**src/rtl/cpu_pkg.sv**
```systemverilog
// Shared types for the core's multiply/divide unit.
//   mdiv_op_t    : operation encoding carried on OP
//   mdiv_state_t : sequencer state of mdiv_unit (also visible on DBG_STATE)
package cpu_pkg;

  typedef enum logic [1:0] {
    MDIV_MULT  = 2'b00,
    MDIV_MULTU = 2'b01,
    MDIV_DIV   = 2'b10,
    MDIV_DIVU  = 2'b11
  } mdiv_op_t;

  typedef enum logic [1:0] {
    MDIV_IDLE = 2'b00,
    MDIV_CALC = 2'b01,
    MDIV_FIX  = 2'b10
  } mdiv_state_t;

  // Signed ops need magnitude conversion and a sign fixup in FIX.
  function automatic logic op_is_signed(input mdiv_op_t op);
    return (op == MDIV_MULT) || (op == MDIV_DIV);
  endfunction

  function automatic logic op_is_div(input mdiv_op_t op);
    return (op == MDIV_DIV) || (op == MDIV_DIVU);
  endfunction

endpackage

```
**src/rtl/mdiv_step.sv**
```systemverilog
// One radix-2 iteration of the multiply/divide datapath (combinational).
//   is_div   : 1 = restoring-divide step, 0 = shift-add multiply step
//   acc      : {upper, lower} working register
//              multiply: {partial product high, remaining multiplier bits}
//              divide:   {partial remainder, dividend bits / quotient bits}
//   opnd     : multiplicand magnitude (multiply) or divisor magnitude (divide)
//   acc_next : working register after this iteration
module mdiv_step #(
  parameter int DATA_W = 32
) (
  input  logic                  is_div,
  input  logic [2*DATA_W-1:0]   acc,
  input  logic [DATA_W-1:0]     opnd,
  output logic [2*DATA_W-1:0]   acc_next
);

  logic [DATA_W:0] add_sum;
  logic [DATA_W:0] trial;

  always_comb begin
    // Multiply: add the multiplicand when the current multiplier LSB is set,
    // keep the carry, then shift the whole register right by one.
    add_sum = {1'b0, acc[2*DATA_W-1:DATA_W]} +
              (acc[0] ? {1'b0, opnd} : {(DATA_W+1){1'b0}});

    // Divide: the remainder shifted left by one is acc[2W-1:W-1] (W+1 bits).
    // It is always below 2*divisor, so a W+1-bit difference cannot wrap and
    // its MSB is a valid "went negative" flag.
    trial = acc[2*DATA_W-1:DATA_W-1] - {1'b0, opnd};

    acc_next = {add_sum, acc[DATA_W-1:1]};
    if (is_div) begin
      if (!trial[DATA_W]) begin
        acc_next = {trial[DATA_W-1:0], acc[DATA_W-2:0], 1'b1};
      end else begin
        acc_next = {acc[2*DATA_W-2:0], 1'b0};
      end
    end
  end

endmodule

```
**src/rtl/mdiv_unit.sv**
```systemverilog
// Iterative multiply/divide unit with the HI/LO architectural registers.
//   CLK, RESET      : clock, synchronous active-high reset
//   START, OP       : launch MULT/MULTU/DIV/DIVU (single-cycle pulse)
//   SRC_A, SRC_B    : rs / rt operands; SRC_A is also the MTHI/MTLO data
//   MTHI, MTLO      : write SRC_A into HI / LO (aborts an op in flight)
//   BUSY            : op in flight, registered
//   HI, LO          : architectural registers, shown directly (stale while BUSY)
//   DBG_STATE       : current sequencer state (mdiv_state_t encoding)
//
// Handshake: START is accepted at any edge it is high (no ready); it restarts
// an op already in flight. BUSY rises at the accepting edge and falls at the
// edge HI/LO are written, DATA_W+1 edges later. MTHI/MTLO are accepted at any
// edge without START and take effect at that edge.
module mdiv_unit
  import cpu_pkg::*;
#(
  parameter int DATA_W = 32
) (
  input  logic              CLK,
  input  logic              RESET,
  input  logic              START,
  input  logic [1:0]        OP,
  input  logic [DATA_W-1:0] SRC_A,
  input  logic [DATA_W-1:0] SRC_B,
  input  logic              MTHI,
  input  logic              MTLO,
  output logic              BUSY,
  output logic [DATA_W-1:0] HI,
  output logic [DATA_W-1:0] LO,
  output logic [1:0]        DBG_STATE
);

  localparam int CNT_W = $clog2(DATA_W) + 1;

  mdiv_state_t          state;
  logic [CNT_W-1:0]     cnt;
  logic [2*DATA_W-1:0]  acc;
  logic [DATA_W-1:0]    opnd;
  logic [DATA_W-1:0]    src_a_q;     // raw dividend, returned in HI on /0
  logic                 is_div_q;
  logic                 neg_q;       // negate product / quotient
  logic                 neg_r;       // negate remainder
  logic                 div_zero_q;

  logic [2*DATA_W-1:0]  acc_next;
  mdiv_op_t             op_in;
  logic                 sgn_in;
  logic                 sa_in;
  logic                 sb_in;
  logic [DATA_W-1:0]    mag_a;
  logic [DATA_W-1:0]    mag_b;
  logic [2*DATA_W-1:0]  prod_fix;
  logic [DATA_W-1:0]    quot_fix;
  logic [DATA_W-1:0]    rem_fix;

  assign op_in  = mdiv_op_t'(OP);
  assign sgn_in = op_is_signed(op_in);
  assign sa_in  = sgn_in & SRC_A[DATA_W-1];
  assign sb_in  = sgn_in & SRC_B[DATA_W-1];
  // Negating the most negative value wraps to itself, which read as unsigned
  // is exactly its magnitude, so no extra bit is needed.
  assign mag_a  = sa_in ? (~SRC_A + 1'b1) : SRC_A;
  assign mag_b  = sb_in ? (~SRC_B + 1'b1) : SRC_B;

  // Sign fixups; neg_q/neg_r are only ever set for signed ops.
  assign prod_fix = neg_q ? (~acc + 1'b1) : acc;
  assign quot_fix = neg_q ? (~acc[DATA_W-1:0] + 1'b1) : acc[DATA_W-1:0];
  assign rem_fix  = neg_r ? (~acc[2*DATA_W-1:DATA_W] + 1'b1)
                          : acc[2*DATA_W-1:DATA_W];

  assign DBG_STATE = state;

  mdiv_step #(.DATA_W(DATA_W)) u_step (
    .is_div   (is_div_q),
    .acc      (acc),
    .opnd     (opnd),
    .acc_next (acc_next)
  );

  always_ff @(posedge CLK) begin
    if (RESET) begin
      state      <= MDIV_IDLE;
      BUSY       <= 1'b0;
      HI         <= '0;
      LO         <= '0;
      cnt        <= '0;
      acc        <= '0;
      opnd       <= '0;
      src_a_q    <= '0;
      is_div_q   <= 1'b0;
      neg_q      <= 1'b0;
      neg_r      <= 1'b0;
      div_zero_q <= 1'b0;
    end else if (START) begin
      // Launch or restart; any MT write in the same cycle is dropped.
      state      <= MDIV_CALC;
      BUSY       <= 1'b1;
      cnt        <= CNT_W'(DATA_W);
      is_div_q   <= op_is_div(op_in);
      neg_q      <= sa_in ^ sb_in;
      neg_r      <= sa_in;
      src_a_q    <= SRC_A;
      div_zero_q <= op_is_div(op_in) && (SRC_B == '0);
      if (op_is_div(op_in)) begin
        acc  <= {{DATA_W{1'b0}}, mag_a};
        opnd <= mag_b;
      end else begin
        acc  <= {{DATA_W{1'b0}}, mag_b};
        opnd <= mag_a;
      end
    end else if (MTHI || MTLO) begin
      if (MTHI) HI <= SRC_A;
      if (MTLO) LO <= SRC_A;
      state <= MDIV_IDLE;
      BUSY  <= 1'b0;
      cnt   <= '0;
    end else begin
      case (state)
        MDIV_CALC: begin
          acc <= acc_next;
          cnt <= cnt - CNT_W'(1);
          if (cnt == CNT_W'(1)) state <= MDIV_FIX;
        end
        MDIV_FIX: begin
          if (!is_div_q) begin
            HI <= prod_fix[2*DATA_W-1:DATA_W];
            LO <= prod_fix[DATA_W-1:0];
          end else if (div_zero_q) begin
            HI <= src_a_q;
            LO <= '1;
          end else begin
            HI <= rem_fix;
            LO <= quot_fix;
          end
          BUSY  <= 1'b0;
          state <= MDIV_IDLE;
        end
        default: begin
          state <= MDIV_IDLE;
        end
      endcase
    end
  end

endmodule

```
**config.mk**
```make
export PLATFORM = sky130hd
export DESIGN_NAME = mdiv_unit
export DESIGN_NICKNAME = d
export VERILOG_FILES = /design/src/rtl/cpu_pkg.sv /design/src/rtl/mdiv_step.sv /design/src/rtl/mdiv_unit.sv
export SDC_FILE = /design/constraint.sdc
export NUM_CORES = 1
export LEC_CHECK = 0
export BUFFER_PORTS_ARGS = -buffer_cell sky130_fd_sc_hd__buf_2
export CELL_PAD_IN_SITES_DETAIL_PLACEMENT = 1
export CELL_PAD_IN_SITES_GLOBAL_PLACEMENT = 1
export CORE_MARGIN = 8
export CORE_UTILIZATION = 45
export DETAILED_ROUTE_END_ITERATION = 8
export PLACE_DENSITY_LB_ADDON = 0.1
export SLEW_MARGIN = 10
export SYNTH_ARGS = -nofsm -noshare
export SYNTH_HDL_FRONTEND = slang
export SYNTH_SLANG_ARGS = --single-unit
```
**constraint.sdc**
```tcl
create_clock -name CLK -period 4.27 [get_ports CLK]
set_input_delay 0.854 -clock CLK [delete_from_list [all_inputs] [get_ports CLK]]
set_output_delay 0.854 -clock CLK [all_outputs]
set_load 0.1 [all_outputs]
```
Word level (Yosys, flattened, before mapping)

Index checks and enable logic that the tools add are counted.

Reductions and logical operators: 15
Bitwise logic cells: 10
Add/sub/neg operators: 8
Multiplexer cells: 33
Eq/ne operators: 9

Operator list:

| kind                                                               | number |
|---|---|
| 32-bit 2-to-1 mux                                                  | 17 |
| 64-bit 2-to-1 mux                                                  | 6 |
| 32-bit by 1-bit adder with 32-bit output, second input constant    | 4 |
| 32-bit NOT                                                         | 4 |
| 64-bit by 1-bit adder with 64-bit output, second input constant    | 1 |
| 64-bit NOT                                                         | 1 |
| 32-bit by 33-bit adder with 33-bit output                          | 1 |
| 33-bit by 32-bit subtractor with 33-bit output                     | 1 |
| 32-bit logical NOT                                                 | 1 |
| 6-bit 2-to-1 mux                                                   | 3 |
| 1-bit 2-to-1 mux                                                   | 7 |
| 2-bit == test, second input constant                               | 3 |
| 6-bit by 1-bit == test with 1-bit output, second input constant    | 1 |
| 2-bit inequality test, second input constant                       | 3 |
| 3-bit AND reduction                                                | 2 |
| 3-bit nonzero test                                                 | 2 |
| 6-bit by 1-bit subtractor with 6-bit output, second input constant | 1 |
| 4-bit inequality test, second input constant                       | 1 |
| 2-bit nonzero test                                                 | 2 |
| 4-bit OR reduction                                                 | 1 |
| 1-bit logical OR                                                   | 3 |
| 3-bit OR reduction                                                 | 1 |
| 1-bit bitwise AND                                                  | 2 |
| 2-bit by 1-bit == test with 1-bit output, second input constant    | 1 |
| other kinds (5)                                                    | 6 |

Bits in registers: 205
Word-level logic and storage cells: 89

Depth between registers and ports, before layout

Gate-level depths: netlist of the first run.

Depth in word-level cells: 7
Gate-level depth with buffers: 15
Gate-level depth less buffers: 14

Modules after synthesis

A second synthesis of the first run with hierarchy kept.

Cell total of the unflattened synthesis: 2369
Area, all modules: 17441.7 um^2

Modules (own cells, without submodules):

| module    | seq. area each (um^2) | cells each | instances | area each (um^2) |
|---|---|---|---|---|
| mdiv_unit | 4103.9                | 1717       | 1         | 12916.1 |
| mdiv_step | 0.0                   | 652        | 1         | 4525.6 |

Least setup slack after synthesis of the first run

OpenSTA, ideal clock, no wires.

Path type: register to register
Start point: reg acc[32]
End point: reg HI[16]
Setup slack: 0.610 ns
Stages on the path, launching flop included: 13
Library setup time: 0.133 ns
Buffers on the path: 1
Data arrival time: 3.526 ns
Cell sequence: dfxtp_1 > clkbuf_1 > inv_1 > ha_1 > or3b_4 > or3_4 > or4_1 > or4b_4 > or3_4 > o41ai_2 > mux2_2 > o22ai_1 > a211oi_2

Cells in the longest elaborated chain, start to end: 7
Elaborated cells on any way between the ends: 10
Classes of those cells: add/sub (2); mux (6); bitwise (2)

Ends and longest elaborated chain:

| element                                  | RTL line         | source |
|---|---|---|
| start: declaration                       | mdiv_unit.sv:37  | `logic [2*DATA_W-1:0] acc;` |
| start signal: assignment                 | mdiv_unit.sv:105 | `acc <= {{DATA_W{1'b0}}, mag_a};` |
| start signal: assignment                 | mdiv_unit.sv:108 | `acc <= {{DATA_W{1'b0}}, mag_b};` |
| start signal: assignment                 | mdiv_unit.sv:120 | `acc <= acc_next;` |
| 32-bit NOT                               | mdiv_unit.sv:68  | `assign rem_fix = neg_r ? (~acc[2*DATA_W-1:DATA_W] + 1'b1)` |
| 32-bit by 1-bit adder with 32-bit output | mdiv_unit.sv:68  |  |
| 32-bit 2-to-1 mux                        | mdiv_unit.sv:68  |  |
| 32-bit 2-to-1 mux                        | mdiv_unit.sv:128 | `end else if (div_zero_q) begin` |
| 32-bit 2-to-1 mux *                      | mdiv_unit.sv:125 | `if (!is_div_q) begin` |
| 32-bit 2-to-1 mux *                      | mdiv_unit.sv:118 | `case (state)` |
| 32-bit 2-to-1 mux *                      | mdiv_unit.sv:111 | `end else if (MTHI \|\| MTLO) begin` |
| end signal: assignment                   | mdiv_unit.sv:126 | `HI <= prod_fix[2*DATA_W-1:DATA_W];` |
| end signal: assignment                   | mdiv_unit.sv:129 | `HI <= src_a_q;` |
| end signal: assignment                   | mdiv_unit.sv:132 | `HI <= rem_fix;` |
| end: declaration                         | mdiv_unit.sv:28  | `output logic [DATA_W-1:0] HI,` |

Mark *: on every way between the ends. The rest lies on a longest branch, timed or not. The select of a mux whose other input is x is not followed.
A chain may end at the register's enable or synchronous reset.

Worst setup path in the final report of the first run

Start point: reg acc[32]
End point: reg HI[30]

Same word-level chain as after synthesis.

==> summary.txt, run 1 <==
Grt peak-use layer - met2
DR WL/cell - 26.1 um
Reg2reg end - HI[30]$_SDFFE_PP0P_
Clk sinks - 205
Worst hold endpoint - LO[20]$_SDFFE_PP0P_
Final hold violation count - 0
Req. time, crit path - 4.68 ns
Met2 Resource Use GR - 54.7%
Worst skew pair latency - 0.58 ns
Root buf cell - clkbuf_16
Synth Net Count - 2,423
CTS Buf Count - 26
Internal - 3.94 mW
Clock power share - 40.2%
Number of warnings issued by yosys - 0
Hold Path Stages - 2
Run status - completed
Worst Tran Pin Value - 1.10 ns
RR Startpoint - acc[32]$_SDFFE_PP0P_
Post-cts sizing count - 0
Via density - 6.50
Worst Setup Start Kind - register
Fillers - 4,635
Sw Share - 35.5%
Worst setup margin - 0.307 ns
Synth Register Bits - 205
Diodes inserted - 0
Critical path class - register to register
Routed WL - 73,400 um
CTS clk-pin slew, worst paths - 0.07 ns
Final Cycle Share - 92.8%
FF-to-FF setup slack - 0.31 ns
Commonest non-fill, non-tap cells in the layout - nor2_1, dfxtp_1, nand2_1
Tot GR Track Use - 32.5%
Initial Utilization - 45.6%
Pin count of the biggest net entering global routing - 97
Routability Congestion - 0.951
Pwr/cell area - 327 nW/um^2
Ports - 138
DRC - 0
Setup WS pre-CTS - 0.313 ns
Post-DRT Antenna Nets - 0
Setup violations, final - 0
Mapped cell area - 16,600 sq um
Ys async rst share - 0%
EDFF count, synth - 0
First-pass GRT wire length - 112,000 um
Setup TNS - 0 ns
DP Wirelength - 55,400 um
Syn avg cell area - 7.28 sq um
GR Layer Usage met1 - 40.4%
DIE AREA - 43,300 sq um
Vias - 18,307
Max Slew Vio Count - 0
Worst slew margin - 26.3%
Die H - 208 um
Congestion Overflow GR - 0
GR Util met3 - 4.85%
Crit. End Element - register
Layout cell share with drive strength beyond 1 - 12.5%
Worst VDD drop - 0.246 mV
# hold bufs at CTS - 0
Total core area - 36,400 sq um
Comb power frac - 24.9%
Max-cap violations - 0
Period minus WS final - 3.96 ns
Hold Path Class - register to register
Drt pass-1 iters - 7
Leakage power - 7.62 nW
CTS max path bufs - 3
Row cnt - 70
Clock skew - 0.0263 ns
Buffers on Ports - 137
Ys flop type - dfxtp_1
Number of global-route vias before repair - 18,763
Worst setup path start - acc[32]$_SDFFE_PP0P_
Commonest non-fill, non-tap cell in the layout - nor2_1
Net count, final - 2,471
Achievable Freq - 252 MHz
Crit path max fanout - 9
Worst reg2reg path depth - 11
Library cells used by synthesis - 71
Initial DRC Count - 1,344
Arrival time at the worst endpoint - 4.37 ns
Sequential-to-total area share from yosys stat - 24.7%
Area growth syn-to-layout - 12.8%
Seq pwr share - 34.9%
CTS tree - yes
Worst Hold Launch - LO[20]$_SDFFE_PP0P_
H-tree depth - 1
Synth Instances - 2,280
Post-CTS Setup Inserts - 0
Initial antenna violation count - 0
Net switching power - 2.17 mW
Die Wd - 208 um
RSZ-0062 raised after global routing - no
[sequential cells by signal, summed over array words and instances (netlist names)]
name	count
BUSY	1
DBG_STATE	2
HI	32
LO	32
acc	64
cnt	6
div_zero_q	1
is_div_q	1
neg_q	1
neg_r	1
opnd	32
src_a_q	32
[logic make-up after synthesis]
logic type      synth area share, %
mux                            6.68
compound gates                 27.3
fa+ha+maj                      5.52
buf+inv                        5.79
xor+xnor                       9.60
flops                          24.7
simple gates                   20.3
[worst max-delay path, cell delays in order (launching register included)]
cell      delay, ns
dfxtp_1        0.32
inv_1          0.11
ha_1           0.26
or3b_4         0.42
or4b_1         0.69
nor4_2         0.53
nand2_1        0.16
or3_1          0.40
o41ai_1        0.35
xor2_1         0.22
o221ai_1       0.14
nor4b_1        0.19
[power groups by stage]
| stage | sequential [mW] | clock, mW | combinational (mW) |
|---|---|---|---|
| after floorplan | 2.38 | 0 | 0.793 |
| after global placement | 2.16 | 0 | 1.47 |
| after detailed placement | 2.17 | 0 | 1.50 |
| after CTS | 2.13 | 2.48 | 1.51 |
| after global routing | 2.14 | 2.54 | 1.62 |
| final | 2.13 | 2.46 | 1.52 |
[how the worst max path moves through the flow]
stage / endpoint / slack [ns] / cells after the start
2_1_floorplan: HI[16]$_SDFFE_PP0P_ / 0.61 / 12
3_3_place_gp: acc[30]$_SDFFE_PP0P_ / 0.47 / 11
3_5_place_dp: acc[30]$_SDFFE_PP0P_ / 0.31 / 11
4_1_cts: HI[30]$_SDFFE_PP0P_ / 0.34 / 11
5_1_grt: HI[30]$_SDFFE_PP0P_ / 0.11 / 11
6_report: HI[30]$_SDFFE_PP0P_ / 0.31 / 11
[through the flow]
stage | total power, mW | util, % | hold slack, ns | area (sq um) | cells
after floorplan | 3.18 | - | 0.441 | 16600 | 2280
after global placement | 3.63 | 48.8 | 0.439 | 17800 | 2768
after detailed placement | 3.67 | 48.8 | 0.444 | 17800 | 2768
after CTS | 6.12 | 51.4 | 0.452 | 18700 | 2816
after global routing | 6.31 | 51.4 | 0.478 | 18700 | 2816
final | 6.12 | 51.4 | 0.446 | 18700 | 2816
[Yosys cell counts, types with 15 or more instances]
master      n  area share, %
buf_1      18           0.41
o211ai_1   37            1.7
nor2b_1    15           0.57
nand2b_1   24           0.90
inv_1      63            1.4
a21oi_1   202            6.1
o41ai_1    17           0.90
nand3_1    34            1.0
a31oi_1    18           0.68
nor2_1    297            6.7
ha_1       70            5.3
nor4_1     26           0.98
clkbuf_1  165            3.7
xor2_1     83            4.4
or3_1      19           0.72
nand2_1   202            4.6
o31ai_1    35            1.6
o21ai_0   172            5.2
nand4_1    15           0.57
mux2i_1    95            5.7
a211oi_1   49            2.2
nor3_1     65            2.0
a22oi_1    21           0.95
dfxtp_1   205             25
o221ai_1   30            1.6
xnor2_1    99            5.2
a21o_1     27            1.2
[layout make-up]
type | instances | area [sq um] | share of cell area (%)
multi-input cells | 1823 | 11600 | 61.9
clock buffers | 34 | 752 | 4.02
flip-flops and latches | 205 | 4110 | 21.9
inverters | 64 | 240 | 1.28
clock inverters | 14 | 196 | 1.05
repair buffers | 208 | 1250 | 6.69
well taps | 468 | 586 | 3.13
[routing by layer]
metal  part of all wire, %  routed length, um  vias up
met5                     0                  0        -
met4                   5.3               3860        0
met3                   6.4               4730      194
met2                    47              34300      651
met1                    42              30600     9110
li1                      -                  -     8352
Note: power is estimated with default switching activity, not from simulation.
==> run 2: changes to the inputs <==
--- a/config.mk
+++ b/config.mk
@@ -5,11 +5,13 @@
 export SDC_FILE = /design/constraint.sdc
 export NUM_CORES = 1
 export LEC_CHECK = 0
+export ABC_AREA = 1
 export BUFFER_PORTS_ARGS = -buffer_cell sky130_fd_sc_hd__buf_2
 export CELL_PAD_IN_SITES_DETAIL_PLACEMENT = 1
 export CELL_PAD_IN_SITES_GLOBAL_PLACEMENT = 1
 export CORE_MARGIN = 8
-export CORE_UTILIZATION = 45
+export CORE_UTILIZATION = 43
+export CTS_BUF_LIST = sky130_fd_sc_hd__clkbuf_4 sky130_fd_sc_hd__clkbuf_8
 export DETAILED_ROUTE_END_ITERATION = 8
 export PLACE_DENSITY_LB_ADDON = 0.1
 export SLEW_MARGIN = 10
==> summary.txt, run 2 <==
Commonest non-fill, non-tap cell in the layout - nand2_1
Pwr Total - 6.54 mW
Final Cycle Share - 82.9%
Pwr/cell area - 301 nW/um^2
Final hold violation count - 0
Area growth syn-to-layout - 10.9%
H-tree depth - 2
Worst setup margin - 0.732 ns
# hold bufs at CTS - 0
Combinational family with the most area after synthesis - simple AND/OR/NAND/NOR gates
Worst Tran Pin Value - 1.12 ns
Max FFs per register - 64
Synth Instances - 3,524
Ys async rst share - 0%
Row cnt - 78
Initial Utilization - 43.4%
Worst slew margin - 25.2%
Total core area - 45,200 sq um
Run status - completed
Syn avg cell area - 5.56 sq um
Synth Area in XOR/XNOR - 3.75%
Slowest cell on the critical path - dfxtp_1
Fillers - 6,566
DRC - 0
Tot GR Track Use - 39.5%
Critical path class - register to register
Number of global-route vias before repair - 25,826
Req. time, crit path - 4.82 ns
CP cell instances - ha_1 > inv_1 > fa_1 > inv_1 > nand3_1 > nand2_1 > inv_1 > o21ai_0 > nand3_1 > nand3_1 > nand2_1 > a21oi_1 > nand2_1 > a21oi_2
Ys flop type - dfxtp_1
Post-DRT Antenna Nets - 0
Commonest non-fill, non-tap cells in the layout - nand2_1, inv_1, nor2_1
DR WL/cell - 25.6 um
Mapped cell area - 19,600 sq um
Net count, final - 3,756
Arrival time at the worst endpoint - 4.09 ns
Crit. End Element - register
Routed WL - 108,000 um
DP Wirelength - 86,900 um
EDFF count, synth - 0
Setup TNS - 0 ns
Vias - 25,730
RSZ-0062 raised after global routing - no
Post-synthesis simple-gate area fraction - 38.5%
Max-cap violations - 0
Drt pass-1 iters - 6
Crit path max fanout - 9
Achievable Freq - 283 MHz
Root buf cell - clkbuf_8
Hold Path Class - register to register
Congestion Overflow GR - 0
Adder-cell share of the synthesized area - 4.67%
Die Wd - 230 um
Worst skew pair latency - 0.66 ns
Worst path buffer plus inverter count - 3
Layout cell share with drive strength beyond 1 - 9.39%
Sequential-to-total area share from yosys stat - 20.9%
Via density - 6.06
Setup WS pre-CTS - 0.863 ns
Share of the synthesized area in the top cell type - 20.9%
CTS max path bufs - 3
Area leader, netlist - dfxtp_1
Ports - 138
Routability Congestion - 1.08
CP delay by family, top - simple AND/OR/NAND/NOR gates
First-pass GRT wire length - 161,000 um
Pin count of the biggest net entering global routing - 99
Clock skew - 0.0566 ns
Commonest cells in the synthesized netlist - nand2_1, inv_1, nor2_1
Library cells used by synthesis - 53
Post-CTS Setup Inserts - 0
Synth Register Bits - 205
CTS Buf Count - 40
CTS tree - yes
Synth Net Count - 3,667
Initial DRC Count - 3,332
Max Slew Vio Count - 0
Worst VDD drop - 0.317 mV
Period minus WS final - 3.54 ns
Die H - 230 um
Post-synthesis compound-gate area fraction - 19.6%
Top-count cell post-synth - nand2_1
Initial antenna violation count - 3
Clk sinks - 205
Leakage power - 11.1 nW
Slowest stage delay, CP - 0.66 ns
Post-cts sizing count - 0
Number of warnings issued by yosys - 0
Setup violations, final - 0
Buffers on Ports - 137
Multiplexer area fraction after synthesis - 0%
DIE AREA - 52,700 sq um
CTS clk-pin slew, worst paths - 0.06 ns
Largest reg by FF count - acc
Synth area leaders - dfxtp_1, nand2_1, inv_1
Worst Setup Start Kind - register
-- run 2: cell count changes after synthesis, sizes merged, moves of 85 or more --
cell / delta
inv: +429
nand2: +808
mux2i: -95
o21ai: +152
a21oi: +105
nand3: +246
nor2: +106
xnor2: -85
-- run 2: kinds of logic (layout without fill, tap and decap cells) --
family                   Yosys count  count (layout)
AO/OA/AOI/OAI                    721             721
buffers and inverters            640             757
adder cells (fa/ha/maj)           72              72
other                              0               2
AND/OR/NAND/NOR                 1802            1802
flip-flops                       205             205
XOR/XNOR                          84              84
-- run 2: area by class of cell --
class	count	area, sq um	share of cell area, %
multi-input cells	2679	13100	60.1
flip-flops and latches	205	4110	18.9
inverters	497	1870	8.58
repair buffers	190	1100	5.04
clock buffers	60	757	3.48
well taps	600	751	3.45
clock inverters	10	96.3	0.443
diodes	2	5.00	0.0230
-- run 2: per-stage QoR --
step,util (%),instances,hold WS [ns],cell area [sq um]
floorplan,-,3524,0.434,19600
global placement,46.2,4171,0.461,20900
detailed placement,46.2,4171,0.469,20900
CTS,48.1,4241,0.479,21700
global route,48.1,4241,0.510,21700
finish,48.1,4243,0.482,21700
-- run 2: report_power, final --
part           switching, mW  internal [mW]
Sequential             0.128           2.04
Combinational           1.66          0.475
Clock                   1.03           1.21
Total                   2.82           3.72
-- run 2: path summary, 6_finish.rpt --
| kind | start | end | slack (ns) | depth (start not counted) |
|---|---|---|---|---|
| max | acc[32]$_SDFFE_PP0P_ | acc[63]$_SDFFE_PP0P_ | 0.73 | 14 |
| min | src_a_q[31]$_SDFFE_PP0P_ | src_a_q[31]$_SDFFE_PP0P_ | 0.48 | 2 |
| max reg2reg | acc[32]$_SDFFE_PP0P_ | acc[63]$_SDFFE_PP0P_ | 0.73 | 14 |
| min reg2reg | src_a_q[31]$_SDFFE_PP0P_ | src_a_q[31]$_SDFFE_PP0P_ | 0.48 | 2 |
-- run 2: worst register-to-register path, cell delays in order (launching register included) --
cell and delay, ns:
dfxtp_1 0.66, ha_1 0.31, inv_1 0.09, fa_1 0.37, inv_1 0.22, nand3_1 0.12, nand2_1 0.15, inv_1 0.10
o21ai_0 0.53, nand3_1 0.19, nand3_1 0.24, nand2_1 0.13, a21oi_1 0.16, nand2_1 0.09, a21oi_2 0.10
-- run 2: per-layer routing --
layer	vias up	share of wire, %	global-route usage (%)
met5	-	0.011	0
met4	2	6.9	22.8
met3	382	11	9.89
met2	1489	41	58.2
met1	12347	41	51.9
li1	11510	-	-
